$ cat config.mk
export PLATFORM = sky130hd
export DESIGN_NAME = morse_decoder
export DESIGN_NICKNAME = d
export VERILOG_FILES = /design/src/rtl/morse_decoder.sv
export SDC_FILE = /design/constraint.sdc
export NUM_CORES = 1
export LEC_CHECK = 0
export ABC_CLOCK_PERIOD_IN_PS = 2600
export BUFFER_PORTS_ARGS = -buffer_cell sky130_fd_sc_hd__buf_2
export CORE_ASPECT_RATIO = 0.75
export CORE_UTILIZATION = 35
export CTS_CLUSTER_DIAMETER = 100
export DETAILED_ROUTE_END_ITERATION = 8
export PLACE_DENSITY_LB_ADDON = 0.12
export SYNTH_ARGS = -nofsm -noshare
export SYNTH_HDL_FRONTEND = slang
export SYNTH_SLANG_ARGS = --single-unit
$ cat constraint.sdc
create_clock -name clock -period 2.6 [get_ports clock]
set_input_delay 0.52 -clock clock [delete_from_list [all_inputs] [get_ports clock]]
set_output_delay 0.52 -clock clock [all_outputs]
set_load 0.05 [all_outputs]
$ cat src/rtl/morse_decoder.sv
// morse_decoder: recovers the letters S..Z (codes 0-7) from on-off keyed Morse on key_in.
// Optional input filter is enabled by defining MORSE_DEBOUNCE_EN.
module morse_decoder #(
    parameter int TICKS_PER_UNIT  = 25000000,
    parameter int DEBOUNCE_CYCLES = 500000
) (
    input  logic       clock,
    input  logic       reset_n,
    input  logic       key_in,
    output logic [2:0] letter,
    output logic       valid,
    output logic       error,
    output logic       busy
);
    localparam int            CW    = $clog2(2*TICKS_PER_UNIT+1);
    localparam logic [CW-1:0] LIMIT = CW'(2*TICKS_PER_UNIT);

    typedef enum logic [2:0] {IDLE, MARK, SPACE, DECODE, DRAIN} state_t;

    state_t        state;
    state_t        state_nxt;
    logic          sync_p0;
    logic          sync_p1;
    logic          key_s;
    logic          key_d;
    logic [CW-1:0] cnt;
    logic          run_done;
    logic [3:0]    pat;
    logic [2:0]    n;
    logic          ovf;
    logic [2:0]    letter_q;
    logic          hit;
    logic [2:0]    code;
    logic          accept;

    // Returns {hit, code} for an element count and dash pattern (1 = dash, newest at LSB).
    function automatic logic [3:0] match(input logic [2:0] len, input logic [3:0] bits);
        logic [3:0] r;
        r = 4'b0000;
        case ({len, bits})
            {3'd3, 4'b0000}: r = {1'b1, 3'd0};
            {3'd1, 4'b0001}: r = {1'b1, 3'd1};
            {3'd3, 4'b0001}: r = {1'b1, 3'd2};
            {3'd4, 4'b0001}: r = {1'b1, 3'd3};
            {3'd3, 4'b0011}: r = {1'b1, 3'd4};
            {3'd4, 4'b1001}: r = {1'b1, 3'd5};
            {3'd4, 4'b1011}: r = {1'b1, 3'd6};
            {3'd4, 4'b1100}: r = {1'b1, 3'd7};
            default:         r = 4'b0000;
        endcase
        return r;
    endfunction

    // Stage p0/p1: two-flop synchronizer for the asynchronous key line
    always_ff @(posedge clock or negedge reset_n) begin
        if (!reset_n) begin
            sync_p0 <= 1'b0;
            sync_p1 <= 1'b0;
        end else begin
            sync_p0 <= key_in;
            sync_p1 <= sync_p0;
        end
    end

`ifdef MORSE_DEBOUNCE_EN
    localparam int DW = $clog2(DEBOUNCE_CYCLES+1);
    logic [DW-1:0] db_cnt;

    // key_s follows sync_p1 only after DEBOUNCE_CYCLES consecutive differing cycles
    always_ff @(posedge clock or negedge reset_n) begin
        if (!reset_n) begin
            key_s  <= 1'b0;
            db_cnt <= '0;
        end else if (sync_p1 == key_s) begin
            db_cnt <= '0;
        end else if (db_cnt == DW'(DEBOUNCE_CYCLES-1)) begin
            key_s  <= sync_p1;
            db_cnt <= '0;
        end else begin
            db_cnt <= db_cnt + DW'(1);
        end
    end
`else
    assign key_s = sync_p1;
`endif

    // cnt is the length of the run at level key_d; it restarts at 1 on each transition
    always_ff @(posedge clock or negedge reset_n) begin
        if (!reset_n) begin
            key_d <= 1'b0;
            cnt   <= '0;
        end else begin
            key_d <= key_s;
            if (key_s != key_d) begin
                cnt <= CW'(1);
            end else if (cnt != LIMIT) begin
                cnt <= cnt + CW'(1);
            end
        end
    end

    assign run_done = !key_d && (cnt == LIMIT);

    always_ff @(posedge clock or negedge reset_n) begin
        if (!reset_n) begin
            state <= IDLE;
        end else begin
            state <= state_nxt;
        end
    end

    always_comb begin
        state_nxt = state;
        case (state)
            IDLE:   if (key_s) state_nxt = MARK;
            MARK:   if (!key_s) state_nxt = (n == 3'd4) ? DRAIN : SPACE;
            SPACE: begin
                if (run_done) begin
                    state_nxt = DECODE;
                end else if (key_s) begin
                    state_nxt = MARK;
                end
            end
            DECODE: state_nxt = IDLE;
            DRAIN:  if (run_done) state_nxt = DECODE;
            default: state_nxt = IDLE;
        endcase
    end

    // A fifth element sets ovf so DECODE reports error even if the first four form a letter
    always_ff @(posedge clock or negedge reset_n) begin
        if (!reset_n) begin
            pat      <= 4'b0000;
            n        <= 3'd0;
            ovf      <= 1'b0;
            letter_q <= 3'd0;
        end else begin
            case (state)
                IDLE: begin
                    pat <= 4'b0000;
                    n   <= 3'd0;
                    ovf <= 1'b0;
                end
                MARK: begin
                    if (!key_s) begin
                        if (n == 3'd4) begin
                            ovf <= 1'b1;
                        end else begin
                            pat <= {pat[2:0], (cnt >= LIMIT)};
                            n   <= n + 3'd1;
                        end
                    end
                end
                DECODE: if (accept) letter_q <= code;
                default: ;
            endcase
        end
    end

    assign {hit, code} = match(n, pat);
    assign accept      = hit && !ovf;

    always_comb begin
        valid  = (state == DECODE) && accept;
        error  = (state == DECODE) && !accept;
        busy   = (state != IDLE);
        letter = valid ? code : letter_q;
    end

endmodule
==> out/metrics.yaml, run 1 <==
ys_seq_area_frac: 0.476
nets: 255
hold_ws_ns: 0.284
place_inst: 314
firstDrtPassIters: 4
place_congestion: 0.757
dp_hpwl_mm: 2.93
relSlewSlack: 0.595
tns_ns: 0
slowest_stage: "dfrtp_1"
h-tree-depth: 2
pre_cts_ws_ns: 0.146
grt_pass1_vias: 1535
clkPwrFrac: 0.364
final-setup-viol-count: 0
grt_max_degree: 44
overflow: 0
rr_worst_depth: 5
crit_buf_inv: 1
via_per_inst: 5.02
path_class: "reg -> out"
synth_cells: 231
wl_per_cell_um: 13.3
outcome: "complete, no violations"
io_pins: 9
period_needed_ns: 2.54
cts_tree: "done"
hold_path_class: "in -> async"
post_synth.cell_area_avg_um2: 9.79
met1_usage: 0.213
cp.depth: 7
slowest_delay_ns: 0.42
initial_core_util: 0.377
cts.sinks: 43
hold_viol: 0
syn2layout_area_growth_pct: 15.1
final_common_cell: "dfrtp_1"
grt_pass1_wl_mm: 7.40
cts_hold_buf: 0
drc_errors: 0
p_int_mw: 1.10
grt_usage: 0.144
worst_slack_ns: 0.0599
finalPower_mw: 1.51
use_met2: 0.197
mostFrequentLayoutCells: "dfrtp_1 (43), nor2_1 (33), nand2_1 (20)"
clock_skew_ns: 0.00623
path_delay_family: "compound AO/OA/AOI/OAI gates"
worstPathMaxFanout: 4
crit_top_cell: "a21oi_2"
cap_violations: 0
numCtsBuffers: 5
die_h_um: 71.6
diodes: 0
die-area_mm2: 0.00679
core_region_area_mm2: 0.00601
rsz0062_at_grt: "yes"
insertion_delay_ns: 0.30
rows: 24
busiest_layer: "met1"
yosys_warnings: 0
num_vias: 1630
clockRootBuffer: "clkbuf_8"
clkTransAtPathRegs_ns: 0.08
synth_seq_cells: 43
worstMarginPinSlew_ns: 0.602
critPathRequiredTime_ns: 2.08
clk_path_buf_depth: 2
period_share: 0.977
end_kind: "output pin"
power.density_mw_per_mm2: 582
power.net_switching_mw: 0.420
clock.fmax_mhz: 394
num-fill-cells: 590
antenna_found_initial: 0
portBuffers: 8
first_iter_violations: 68
peakVddDrop_uv: 259
fp.dieW_um: 94.8
pwr-share-seq: 0.488
instances_no_fill: 325
swShare: 0.277
arrival_ns: 2.02
startpoint_type: "flop"
p_leak_nw: 1.14
cp_cell_sequence: "ha_2 > ha_4 > a21oi_2 > a21oi_2 > o21a_2 > mux2_4 > buf_8"
synth_cell_types: 41
drtAntennaViolNets: 0
synthesis.nets: 240
combPwrFrac: 0.148
globalRouteMet3Util: 0.0382
synth_area_mm2: 0.00226
wirelength_mm: 4.31
drive_gt1_frac: 0.178
slew_viol_final: 0
-- timing repair --
item                       in CTS  in global routing
setup endpoints to repair       2                  4
pin swaps                       2                  3
setup buffers                   2                  1
resized for setup              11                 10
-- per-layer routing --
metal	share of wire	vias to the layer above
li1	-	830
met1	0.56	773
met2	0.39	20
met3	0.030	7
met4	0.016	0
met5	0	-
-- area by class of cell --
cell class                 count  area, µm²  share of cell area
timing repair buffer          13       93.8              0.0360
clock buffer                   6       82.6              0.0317
sequential                    43       1080               0.413
tap                           78       97.6              0.0375
clock inverter                 2       35.0              0.0135
multi-input combinational    173       1180               0.454
inverter                      10       37.5              0.0144
-- logic make-up (layout without fill, tap and decap cells) --
| family | after synthesis | after routing | share of synthesized area |
|---|---|---|---|
| and+or+nand+nor | 104 | 104 | 0.257 |
| DFF | 43 | 43 | 0.476 |
| AOI/OAI and AO/OA | 36 | 36 | 0.0985 |
| xor gates and xnor gates | 23 | 23 | 0.0890 |
| buffers and inverters | 15 | 31 | 0.0282 |
| adders and majority gates | 6 | 6 | 0.0332 |
| muxes | 4 | 4 | 0.0188 |
-- metrics by stage --
| step | util | instance area [µm²] |
|---|---|---|
| after floorplan | - | 2260 |
| after global routing | 0.434 | 2600 |
| after global placement | 0.399 | 2400 |
| final | 0.434 | 2600 |
| after detailed placement | 0.399 | 2400 |
| after CTS | 0.426 | 2560 |
-- power groups by stage --
| stage | Clock [mW] | Sequential (mW) | Combinational (mW) |
|---|---|---|---|
| after global placement | 0 | 0.750 | 0.198 |
| final | 0.552 | 0.739 | 0.224 |
| after CTS | 0.571 | 0.737 | 0.217 |
| after floorplan | 0 | 0.741 | 0.144 |
| after detailed placement | 0 | 0.751 | 0.197 |
| after global routing | 0.600 | 0.744 | 0.256 |
-- Yosys cell counts, drive strengths merged --
cell type | n | share of area
dfrtp | 43 | 0.48
nor2 | 33 | 0.055
nand2 | 21 | 0.035
xor2 | 18 | 0.070
o21ai | 14 | 0.031
inv | 10 | 0.017
nand3 | 10 | 0.022
nand4 | 10 | 0.037
a21oi | 8 | 0.018
ha | 6 | 0.033
nor3 | 6 | 0.013
or3 | 6 | 0.017
a22o | 5 | 0.019
xnor2 | 5 | 0.019
clkbuf | 4 | 0.0066
nand2b | 3 | 0.0083
nor4 | 3 | 0.022
o21a | 3 | 0.010
and2 | 2 | 0.0061
mux2 | 2 | 0.010
mux2i | 2 | 0.0088
nand4b | 2 | 0.0077
nor3b | 2 | 0.0066
a21o | 1 | 0.0033
a22oi | 1 | 0.0033
a2bb2oi | 1 | 0.0039
a32oi | 1 | 0.0039
and2b | 1 | 0.0039
and3 | 1 | 0.0033
buf | 1 | 0.0050
nand3b | 1 | 0.0033
nor2b | 1 | 0.0028
nor4b | 1 | 0.011
o21bai | 1 | 0.0033
o22ai | 1 | 0.0028
or3b | 1 | 0.0039
-- final timing paths --
path	endpoint	startpoint	slack (ns)
max	letter[0]	n[0]	0.06
min	cnt[9]	reset_n	0.28
max reg2reg	cnt[25]	cnt[7]	0.75
min reg2reg	key_s	sync_p0	0.37
max in group asynchronous	cnt[19]	reset_n	1.94
min in group clock	sync_p0	key_in	0.32
-- flip-flops by register name, summed over array words and instances (netlist names) --
signal,flops
pat,4
key_s,1
cnt,26
sync_p0,1
letter_q,3
key_d,1
n,3
state,3
ovf,1
No activity file was read; power rests on OpenSTA's default activity.
==> run 2, diff against run 1 <==
--- a/config.mk
+++ b/config.mk
@@ -8,7 +8,7 @@
 export ABC_CLOCK_PERIOD_IN_PS = 2600
 export BUFFER_PORTS_ARGS = -buffer_cell sky130_fd_sc_hd__buf_2
 export CORE_ASPECT_RATIO = 0.75
-export CORE_UTILIZATION = 35
+export CORE_UTILIZATION = 45
 export CTS_CLUSTER_DIAMETER = 100
 export DETAILED_ROUTE_END_ITERATION = 8
 export PLACE_DENSITY_LB_ADDON = 0.12
==> run 2 against run 1 <==
Compared with the run above:
- the flow now finishes with violations (design-rule violations)
- combinational power up 4%
- die area is 22% lower
- sequential power rose by 0.9%
- maximum frequency up 1.4%
- first-iteration DRC count increased by 40%
- worst setup slack improved by 0.034 ns
- routed wire length decreased by 0.35%
- cell area grew 0.14%
- critical path depth unchanged
- via count rose by 1.7%
- sequential share of layout area grew 0.085 points
- clock skew up 0.0029 ns
- critical endpoint unchanged
==> out/metrics.yaml, run 2 (synthesis results as in run 1) <==
diodes: 0  # unchanged
slew_viol_final: 0  # unchanged
dp_hpwl_mm: 2.96  # was 2.93 mm
outcome: "finished, violations left"  # was complete, no violations
h-tree-depth: 2  # unchanged
wirelength_mm: 4.30  # was 4.31 mm
firstDrtPassIters: 6  # was 4
top_regs: "cnt (26), pat (4)"  # unchanged
relSlewSlack: 0.627  # was 0.595
regMostFlops: "cnt"  # unchanged
clkTransAtPathRegs_ns: 0.09  # was 0.08 ns
first_iter_violations: 95  # was 68
wl_per_cell_um: 14.1  # was 13.3 µm
clockRootBuffer: "clkbuf_8"  # unchanged
cts_hold_buf: 0  # unchanged
grt_pass1_vias: 1622  # was 1535
path_class: "reg -> out"  # unchanged
insertion_delay_ns: 0.30  # about the same
power.net_switching_mw: 0.419  # was 0.420 mW
cts_tree: "done"  # unchanged
pwr-share-seq: 0.490  # was 0.488
critPathRequiredTime_ns: 2.08  # about the same
die_h_um: 63.4  # was 71.6 µm
hold_path_class: "in -> async"  # unchanged
worstPathMaxFanout: 5  # was 4
rows: 21  # was 24
portBuffers: 8  # unchanged
worstMarginPinSlew_ns: 0.556  # was 0.602 ns
drtAntennaViolNets: 0  # unchanged
grt_usage: 0.187  # was 0.144
end_kind: "output pin"  # unchanged
nets: 256  # was 255
grt_pass1_wl_mm: 7.69  # was 7.40 mm
arrival_ns: 1.99  # was 2.02 ns
cts.sinks: 43  # unchanged
p_int_mw: 1.10  # about the same
largest_reg_flops: 26  # unchanged
grt_max_degree: 27  # was 44
hold_viol: 0  # unchanged
io_pins: 9  # unchanged
drc_errors: 3  # was 0
die-area_mm2: 0.00532  # was 0.00679 mm²
initial_core_util: 0.486  # was 0.377
fp.dieW_um: 83.9  # was 94.8 µm
final-setup-viol-count: 0  # unchanged
syn2layout_area_growth_pct: 15.3  # was 15.1%
p_leak_nw: 1.13  # was 1.14 nW
clock_skew_ns: 0.00913  # was 0.00623 ns
clk_path_buf_depth: 2  # unchanged
cap_violations: 0  # unchanged
drive_gt1_frac: 0.202  # was 0.178
swShare: 0.276  # was 0.277
core_region_area_mm2: 0.00465  # was 0.00601 mm²
period_share: 0.964  # was 0.977
peakVddDrop_uv: 270  # was 259 µV
antenna_found_initial: 0  # unchanged
clkPwrFrac: 0.357  # was 0.364
startpoint_type: "flop"  # unchanged
hold_ws_ns: 0.152  # was 0.284 ns
combPwrFrac: 0.152  # was 0.148
via_per_inst: 5.44  # was 5.02
mostFrequentLayoutCells: "dfrtp_1 (40), nor2_1 (33), nand2_1 (20)"  # was dfrtp_1 (43), nor2_1 (33), nand2_1 (20)
num_vias: 1658  # was 1630
tns_ns: 0  # unchanged
rsz0062_at_grt: "no"  # was yes
numCtsBuffers: 5  # unchanged
period_needed_ns: 2.51  # was 2.54 ns
overflow: 0  # unchanged
violations: "design-rule violations"
final_common_cell: "dfrtp_1"  # unchanged
power.density_mw_per_mm2: 583  # was 582 mW/mm²
place_congestion: 0.744  # was 0.757
clock.fmax_mhz: 399  # was 394 MHz
run 2: cell types whose count changed in the layout (fill, tap and decap cells not counted), sizes merged:
cell  change
buf       +1
run 2: final timing paths:
path	start	endpoint	slack (ns)	depth (start not counted)
max in group asynchronous	reset_n	pat[2]	1.73	2
min	reset_n	cnt[21]	0.15	1
min reg2reg	sync_p0	key_s	0.37	0
max reg2reg	cnt[10]	cnt[1]	0.73	5
min in group clock	key_in	sync_p0	0.33	1
max	n[0]	letter[0]	0.09	7
run 2: what timing repair did:
action | CTS | global route
hold endpoints to repair | 0 | 0
setup endpoints to repair | 2 | 4
pin swaps | 1 | 4
gates resized for setup | 8 | 19
setup buffers | 4 | 0
run 2: routing by layer:
layer | global-route usage | part of all wire | up-vias
met2 | 0.269 | 0.42 | 18
met3 | 0.0550 | 0.025 | 4
met4 | 0.0582 | 0.0081 | 0
met5 | 0 | 0 | -
li1 | - | - | 827
met1 | 0.269 | 0.54 | 809
run 2: worst max-delay path: stages (launching register included):
cell	delay (ns)
dfrtp_2	0.45
ha_4	0.18
ha_4	0.17
o21ai_1	0.15
a21oi_2	0.05
o21a_2	0.23
mux2_4	0.32
buf_8	0.15
run 2: area by class of cell:
class                           instances  area (µm²)
Fill cell                             433        2040
Multi-Input combinational cell        173        1200
Sequential cell                        43        1080
Timing Repair Buffer                   14         101
Clock buffer                            6        82.6
Tap cell                               57        71.3
Inverter                               10        37.5
Clock inverter                          2        35.0
run 2: through the flow:
stage / instance area, µm² / worst slack, ns / power [mW] / utilization / instances
finish: 2610 / 0.0939 / 1.52 / 0.561 / 305
global route: 2610 / 0.00702 / 1.61 / 0.561 / 305
CTS: 2540 / 0.0120 / 1.51 / 0.546 / 305
detailed placement: 2370 / 0.122 / 0.948 / 0.510 / 293
global placement: 2370 / 0.207 / 0.945 / 0.510 / 293
floorplan: 2260 / 0.0741 / 0.885 / - / 231
run 2: power by group through the flow:
stage | Sequential, mW | Combinational (mW) | Clock [mW]
final | 0.746 | 0.232 | 0.543
after global routing | 0.751 | 0.265 | 0.592
after CTS | 0.738 | 0.210 | 0.563
after detailed placement | 0.751 | 0.196 | 0
after global placement | 0.750 | 0.195 | 0
after floorplan | 0.741 | 0.144 | 0
==> run 3, diff against run 2 <==
--- a/config.mk
+++ b/config.mk
@@ -5,13 +5,13 @@
 export SDC_FILE = /design/constraint.sdc
 export NUM_CORES = 1
 export LEC_CHECK = 0
-export ABC_CLOCK_PERIOD_IN_PS = 2600
 export BUFFER_PORTS_ARGS = -buffer_cell sky130_fd_sc_hd__buf_2
 export CORE_ASPECT_RATIO = 0.75
+export CORE_MARGIN = 5
 export CORE_UTILIZATION = 45
 export CTS_CLUSTER_DIAMETER = 100
 export DETAILED_ROUTE_END_ITERATION = 8
-export PLACE_DENSITY_LB_ADDON = 0.12
+export PLACE_DENSITY = 0.61
 export SYNTH_ARGS = -nofsm -noshare
 export SYNTH_HDL_FRONTEND = slang
 export SYNTH_SLANG_ARGS = --single-unit
==> run 3 against run 2 <==
Compared with the run above:
- the run now ends clean
- highest routed layer unchanged
- largest cell class unchanged
- routed wire length down 1.3%
- maximum frequency shrank 0.95%
- worst setup slack worse by 0.024 ns
- via count rose by 0.48%
- clock power decreased by 26%
- cell area is 1.5% lower
- clock skew shrank 0.0057 ns
- die area is 23% higher
- sequential power down 0.9%
==> out/metrics.yaml, run 3 (synthesis results as in run 1) <==
final-setup-viol-count: 0  # unchanged
clkTransAtPathRegs_ns: 0.08  # was 0.09 ns
relSlewSlack: 0.612  # was 0.627
portBuffers: 8  # unchanged
peakVddDrop_uv: 363  # was 270 µV
grt_pass1_wl_mm: 7.42  # was 7.69 mm
wirelength_mm: 4.24  # was 4.30 mm
worst_slack_ns: 0.0698  # was 0.0939 ns
finalPower_mw: 1.38  # was 1.52 mW
num-fill-cells: 445  # was 433
p_int_mw: 0.980  # was 1.10 mW
outcome: "complete, no violations"  # was finished, violations left
firstDrtPassIters: 4  # was 6
cts.sinks: 43  # unchanged
startpoint_type: "flop"  # unchanged
hold_path_class: "in -> async"  # unchanged
via_per_inst: 5.37  # was 5.44
hold_viol: 0  # unchanged
diodes: 0  # unchanged
syn2layout_area_growth_pct: 13.5  # was 15.3%
rsz0062_at_grt: "yes"  # was no
worstMarginPinSlew_ns: 0.577  # was 0.556 ns
final_common_cell: "dfrtp_1"  # unchanged
first_iter_violations: 97  # was 95
slew_viol_final: 0  # unchanged
regArea_mm2: 0.00108  # about the same
worstPathMaxFanout: 4  # was 5
fp.dieW_um: 91.9  # was 83.9 µm
die_h_um: 71.4  # was 63.4 µm
grt_max_degree: 27  # unchanged
arrival_ns: 2.01  # was 1.99 ns
num_vias: 1666  # was 1658
critPathRequiredTime_ns: 2.08  # about the same
clk_path_buf_depth: 2  # unchanged
combPwrFrac: 0.171  # was 0.152
cap_violations: 0  # unchanged
nets: 258  # was 256
place_congestion: 0.801  # was 0.744
io_pins: 9  # unchanged
swShare: 0.289  # was 0.276
clkPwrFrac: 0.293  # was 0.357
mostFrequentLayoutCells: "dfrtp_1 (43), nor2_1 (33), nand2_1 (20)"  # was dfrtp_1 (40), nor2_1 (33), nand2_1 (20)
die-area_mm2: 0.00656  # was 0.00532 mm²
period_share: 0.973  # was 0.964
path_class: "reg -> out"  # unchanged
largest_reg_flops: 26  # unchanged
dp_hpwl_mm: 3.00  # was 2.96 mm
p_leak_nw: 1.13  # about the same
numCtsBuffers: 5  # unchanged
regMostFlops: "cnt"  # unchanged
overflow: 0  # unchanged
period_needed_ns: 2.53  # was 2.51 ns
insertion_delay_ns: 0.29  # was 0.30 ns
drc_errors: 0  # was 3
cts_hold_buf: 0  # unchanged
rows: 22  # was 21
grt_pass1_vias: 1598  # was 1622
pre_cts_ws_ns: 0.118  # was 0.122 ns
antenna_found_initial: 0  # unchanged
drive_gt1_frac: 0.188  # was 0.202
end_kind: "output pin"  # unchanged
power.density_mw_per_mm2: 537  # was 583 mW/mm²
initial_core_util: 0.464  # was 0.486
wl_per_cell_um: 13.7  # was 14.1 µm
cts_tree: "done"  # unchanged
power.net_switching_mw: 0.398  # was 0.419 mW
grt_usage: 0.140  # was 0.187
pwr-share-seq: 0.536  # was 0.490
h-tree-depth: 2  # unchanged
drtAntennaViolNets: 0  # unchanged
core_region_area_mm2: 0.00487  # was 0.00465 mm²
clock.fmax_mhz: 395  # was 399 MHz
clock_skew_ns: 0.00345  # was 0.00913 ns
clockRootBuffer: "clkbuf_8"  # unchanged
top_regs: "cnt (26), pat (4)"  # unchanged
multiInputGateArea_mm2: 0.00118  # was 0.00120 mm²
run 3: cell count changes in the layout (fill, tap and decap cells not counted), moves of 2 or more:
cell	before	now
buf_4	6	9
dfrtp_1	40	43
dfrtp_2	3	0
clkinv_2	1	3
ha_4	3	1
run 3: metal layers:
layer / vias to the layer above / share of wire / global-route usage
li1: 835 / - / -
met1: 801 / 0.52 / 0.204
met2: 26 / 0.44 / 0.207
met3: 4 / 0.031 / 0.0357
met4: 0 / 0.0064 / 0.0346
met5: - / 0 / 0
run 3: power by group through the flow:
stage / registers (mW) / clock network (mW) / logic [mW]
2_1_floorplan: 0.741 / 0 / 0.144
3_3_place_gp: 0.751 / 0 / 0.195
3_5_place_dp: 0.751 / 0 / 0.195
4_1_cts: 0.737 / 0.422 / 0.222
5_1_grt: 0.746 / 0.448 / 0.269
6_report: 0.739 / 0.404 / 0.236
run 3: path summary, 6_finish.rpt:
path                               from   endpoint  slack (ns)  cells past startpoint
worst max-delay path               n[0]  letter[0]        0.07                      7
worst min-delay path            reset_n     cnt[9]        0.15                      1
worst max register to register  cnt[10]   state[0]        0.73                      5
worst min register to register  sync_p0      key_s        0.35                      0
max in group asynchronous       reset_n    cnt[18]        1.78                      2
min in group clock               key_in    sync_p0        0.33                      1
run 3: worst max-delay path, stage by stage (launching register included):
cell and delay [ns]:
dfrtp_1 0.42, ha_2 0.22, ha_4 0.17, a21oi_2 0.12
a21oi_2 0.09, o21a_2 0.23, mux2_4 0.32, buf_8 0.15
run 3: repair_timing:
item | in CTS | in global routing
setup buffers | 4 | 2
pin swaps | 1 | 3
gates resized for setup | 12 | 10
setup endpoints to repair | 2 | 4
cloned | 0 | 0
run 3: layout make-up:
cell class | count | share of cell area
well taps | 60 | 0.0292
flip-flops and latches | 43 | 0.419
inverters | 10 | 0.0146
clock buffers | 5 | 0.0268
repair buffers | 16 | 0.0463
clock inverters | 3 | 0.00585
multi-input cells | 173 | 0.458
run 3: metrics by stage:
step	area, µm²	hold WS, ns	cells	utilization	setup TNS (ns)
global placement	2370	0.333	296	0.487	0
CTS	2520	0.164	308	0.517	0
global route	2570	0.177	310	0.527	-0.0627
detailed placement	2370	0.336	296	0.487	0
floorplan	2260	0.224	231	-	0
finish	2570	0.146	310	0.527	0
